==> src/rtl/ex_mem_stage.sv <==
// rtl/ex_mem_stage.sv - EX/MEM pipeline register with branch resolve, forwarding tap and retire count
module ex_mem_stage #(
   parameter int DATA_WIDTH     = 32,
   parameter int REG_ADDR_WIDTH = 5,
   parameter int COUNT_WIDTH    = 16
) (
   input  logic                      clock,
   input  logic                      reset,
   input  logic                      stall,
   input  logic                      flush,
   input  logic                      in_valid,
   input  logic [DATA_WIDTH-1:0]     ALU_result,
   input  logic                      zero,
   input  logic [DATA_WIDTH-1:0]     rt_data,
   input  logic [DATA_WIDTH-1:0]     branch_target,
   input  logic [REG_ADDR_WIDTH-1:0] write_reg,
   input  logic                      RegWrite,
   input  logic                      MemRead,
   input  logic                      MemWrite,
   input  logic                      MemtoReg,
   input  logic                      Branch,
   input  logic                      BranchNE,
   output logic                      mem_valid,
   output logic [DATA_WIDTH-1:0]     mem_ALU_result,
   output logic [DATA_WIDTH-1:0]     mem_store_data,
   output logic [REG_ADDR_WIDTH-1:0] mem_write_reg,
   output logic                      mem_RegWrite,
   output logic                      mem_MemRead,
   output logic                      mem_MemWrite,
   output logic                      mem_MemtoReg,
   output logic                      mem_branch_taken,
   output logic [DATA_WIDTH-1:0]     mem_branch_target,
   output logic                      fwd_en,
   output logic                      ctrl_err,
   output logic [COUNT_WIDTH-1:0]    issued_count
);

   logic illegal;
   logic legal;

   // A simultaneous read+write request is turned into a bubble rather than passed on.
   assign illegal = in_valid & MemRead & MemWrite;
   assign legal   = in_valid & ~illegal;
   assign fwd_en  = mem_valid & mem_RegWrite;

   always_ff @(posedge clock) begin
      if (reset) begin
         mem_valid         <= 1'b0;
         mem_ALU_result    <= '0;
         mem_store_data    <= '0;
         mem_write_reg     <= '0;
         mem_RegWrite      <= 1'b0;
         mem_MemRead       <= 1'b0;
         mem_MemWrite      <= 1'b0;
         mem_MemtoReg      <= 1'b0;
         mem_branch_taken  <= 1'b0;
         mem_branch_target <= '0;
         ctrl_err          <= 1'b0;
         issued_count      <= '0;
      end else if (flush) begin
         // Data fields keep their old contents; only the qualifiers are killed.
         mem_valid        <= 1'b0;
         mem_RegWrite     <= 1'b0;
         mem_MemRead      <= 1'b0;
         mem_MemWrite     <= 1'b0;
         mem_MemtoReg     <= 1'b0;
         mem_branch_taken <= 1'b0;
      end else if (!stall) begin
         mem_ALU_result    <= ALU_result;
         mem_store_data    <= rt_data;
         mem_write_reg     <= write_reg;
         mem_branch_target <= branch_target;
         mem_valid         <= legal;
         mem_RegWrite      <= legal & RegWrite & (write_reg != '0);
         mem_MemRead       <= legal & MemRead;
         mem_MemWrite      <= legal & MemWrite;
         mem_MemtoReg      <= legal & MemtoReg;
         mem_branch_taken  <= legal & Branch & (BranchNE ? ~zero : zero);
         if (illegal)
            ctrl_err <= 1'b1;
         if (legal)
            issued_count <= issued_count + 1'b1;
      end
   end

endmodule
==> config.mk <==
export PLATFORM = sky130hd
export DESIGN_NAME = ex_mem_stage
export DESIGN_NICKNAME = d
export VERILOG_FILES = /design/src/rtl/ex_mem_stage.sv
export SDC_FILE = /design/constraint.sdc
export NUM_CORES = 1
export LEC_CHECK = 0
export ABC_AREA = 1
export CORE_ASPECT_RATIO = 2
export CORE_MARGIN = 4
export CORE_UTILIZATION = 43
export CTS_CLUSTER_DIAMETER = 120
export DETAILED_ROUTE_END_ITERATION = 12
export MAX_ROUTING_LAYER = met4
export PLACE_DENSITY = 0.86
export SYNTH_ARGS = -nofsm -noshare
export SYNTH_HDL_FRONTEND = slang
export SYNTH_SLANG_ARGS = --single-unit
==> constraint.sdc <==
create_clock -name clock -period 2.3 [get_ports clock]
set_clock_uncertainty 0.2 [all_clocks]
set_input_delay 0.575 -clock clock [delete_from_list [all_inputs] [get_ports clock]]
set_output_delay 0.575 -clock clock [all_outputs]
set_load 0.01 [all_outputs]
==> flow_metrics.env <==
export IMPL_fin_nets=955
export IMPL_path_cells="nand2_1 -> inv_1 -> clkdlybuf4s50_1"
export IMPL_cp_start_kind="flop"
export IMPL_first_iter_violations=203
export IMPL_cts_tree="done"
export IMPL_drive_gt1_share_pct=6.93
export IMPL_outcome="finished, final reports clean"
export IMPL_syn_area_um2=4630
export IMPL_grtUsageTotal_pct=26.2
export IMPL_whs_endpoint="mem_branch_taken$_SDFFE_PP0N_"
export IMPL_largestRegisters="mem_ALU_result x32, mem_branch_target x32, mem_store_data x32"
export IMPL_first_pass_iters=5
export IMPL_antenna_found_initial=0
export IMPL_final_core_util_pct=73.5
export IMPL_core_um2=10500
export IMPL_clk_latency_ps=400
export IMPL_max_vdd_ir_drop_uv=549
export IMPL_hold_viol=0
export IMPL_drt_wirelength_per_cell_um=16.1
export IMPL_worstPathMaxFanout=3
export IMPL_grt_pass1_vias=4919
export IMPL_ant_nets=0
export IMPL_root_buffer="clkbuf_16"
export IMPL_dieArea_um2=12600
export IMPL_regArea_um2=2480
export IMPL_fmax_mhz=448
export IMPL_crit_arrival_ps=1450
export IMPL_synth_area_per_cell_um2=7.66
export IMPL_timing_final_crit_share_pct=96.9
export IMPL_async_flop_share_pct=0
export IMPL_end_kind="output port"
export IMPL_cts_buffer_depth=2
export IMPL_area_growth_pct=67.2
export IMPL_ys_seq_area_share_pct=53.6
export IMPL_cap_violations=0
export IMPL_synth_seq_cells=124
export IMPL_whs_ps=280
export IMPL_grt_max_degree=55
export IMPL_finalSetupViolations=0
export IMPL_min_period_ps=2230
export IMPL_hpwl_um=11500
export IMPL_cts_max_level=4
export IMPL_finalWirelength_um=15900
export IMPL_fp_dieH_um=155
export IMPL_min_path_type="reg2reg"
export IMPL_path_clk_slew_ps=50
export IMPL_min_from="mem_branch_taken$_SDFFE_PP0N_"
export IMPL_synth_nets=719
export IMPL_numCtsBuffers=17
export IMPL_multi_input_area_um2=1870
export IMPL_fp_row_count=53
export IMPL_start_util_pct=43.9
export IMPL_crit_required_ps=1520
export IMPL_cts_repair_resized=0
export IMPL_syn_inst=605
export IMPL_numPortBuffers=237
export IMPL_worstMarginPinSlew_ps=510
export IMPL_slew_viol_final=0
export IMPL_p_leak_uw=0.00317
export IMPL_clock_sinks=124
export IMPL_cp_slowest_stage_delay_ps=560
export IMPL_postCtsSetupBuffers=0
export IMPL_route_detailed_drc=0
export IMPL_r2r_end="issued_count[8]$_SDFFE_PP0P_"
export IMPL_die_w_um=81.4
export IMPL_nFillCells=744
export IMPL_grt_setup_unrepaired="no"
export IMPL_maxSlewHeadroom_pct=66.0
export IMPL_final_setup_tns_ps=0
export IMPL_criticalPathCategory="reg2out"
export IMPL_timing_rr_start="issued_count[0]$_SDFFE_PP0P_"
export IMPL_ys_flop_type="dfxtp_1"
export IMPL_synth_cell_type_count=27
export IMPL_critPathSlowestCell="clkdlybuf4s50_1"
export IMPL_hold_depth=2
export IMPL_ff2ff_path_depth=8
export IMPL_synth_edf_count=0
export IMPL_antenna_cells=0
export IMPL_rrSetupSlack_ps=600
export IMPL_grt_pass1_wl_um=24500
export IMPL_gp_congestion=0.908
export IMPL_pin_count=238
export IMPL_ys_warnings_count=0
export IMPL_via_per_inst=4.95
export IMPL_grt_overflow=0
export IMPL_vias=4893
export IMPL_p_per_area_nw_per_um2=746
export IMPL_cts_hold_fix_buffers=0
routing by layer:
layer / global-route usage [%] / wire length [µm] / up-vias
met5: - / 0 / -
li1: - / - / 2392
met2: 45.2 / 8810 / 195
met4: 12.7 / 580 / 0
met1: 27.3 / 5630 / 2263
met3: 5.94 / 897 / 43
worst max-delay path: cells and delay by family (launching register included):
kind	cells	cell delay, ps
buf+inv	2	610
simple gates	1	70
flops	1	380
through the flow:
step / cells / power (µW) / setup slack [ps] / cell area (µm²)
after floorplan: 605 / 2640 / 646 / 4630
after global placement: 959 / 3140 / 39.6 / 7150
final: 988 / 5780 / 70.3 / 7750
after detailed placement: 959 / 3160 / -72.1 / 7150
after CTS: 988 / 5810 / 54.6 / 7750
after global routing: 988 / 5990 / 12.7 / 7750
cell type report:
| cell class | count | share of cell area (%) |
|---|---|---|
| clock buffers | 23 | 6.56 |
| multi-input cells | 420 | 24.1 |
| well taps | 137 | 2.21 |
| inverters | 26 | 1.26 |
| flip-flops and latches | 124 | 32.0 |
| clock inverters | 6 | 1.10 |
| repair buffers | 252 | 32.7 |
cell usage in the layout (no fill, tap or decap), types with 3 or more instances in the layout:
| master | count |
|---|---|
| clkbuf_16 | 17 |
| nand3_1 | 10 |
| nor3_1 | 3 |
| buf_12 | 4 |
| dfxtp_1 | 124 |
| o21ai_0 | 98 |
| buf_4 | 11 |
| nand2_1 | 43 |
| clkbuf_8 | 6 |
| inv_1 | 24 |
| a21oi_1 | 17 |
| nor2_1 | 222 |
| nor2_4 | 3 |
| clkdlybuf4s50_1 | 237 |
| o21ai_1 | 9 |
synth_stat cells (3+ instances only):
library cell  instances  area, µm²
nand2_1              43        161
buf_6                 3       33.8
nor2_4                3       33.8
inv_1                24       90.1
dfxtp_1             124       2480
buf_4                 4       30.0
o21ai_1               9       45.0
o21ai_0              98        490
nor3_1                3       15.0
a21oi_1              17       85.1
nor2_1              222        833
nand3_1              10       50.1
buf_2                14       70.1
clkbuf_1             13       48.8
power breakdown:
group / internal, µW / switching [µW] / leakage (µW)
logic: 450 / 338 / 0.00186
registers: 2270 / 63.0 / 0.00102
clock network: 1750 / 906 / 0.000289
total: 4470 / 1310 / 0.00317
cell families after synthesis:
logic type,Yosys count,synth area share [%]
AND/OR/NAND/NOR,293,26.2
AO/OA/AOI/OAI,125,13.6
flip-flops,124,53.6
buffers and inverters,61,6.13
XOR/XNOR,1,0.189
adder cells (fa/ha/maj),1,0.270
worst max-delay path by stage:
stage	startpoint	end	cells past startpoint
finish	mem_valid$_SDFFE_PP0N_	fwd_en	3
global route	mem_valid$_SDFFE_PP0N_	fwd_en	3
CTS	mem_valid$_SDFFE_PP0N_	fwd_en	3
detailed placement	stall	mem_ALU_result[24]$_SDFFE_PP0P_	6
global placement	stall	mem_branch_target[14]$_SDFFE_PP0P_	6
floorplan	stall	issued_count[8]$_SDFFE_PP0P_	8
Power figures use the tool's default switching activity.
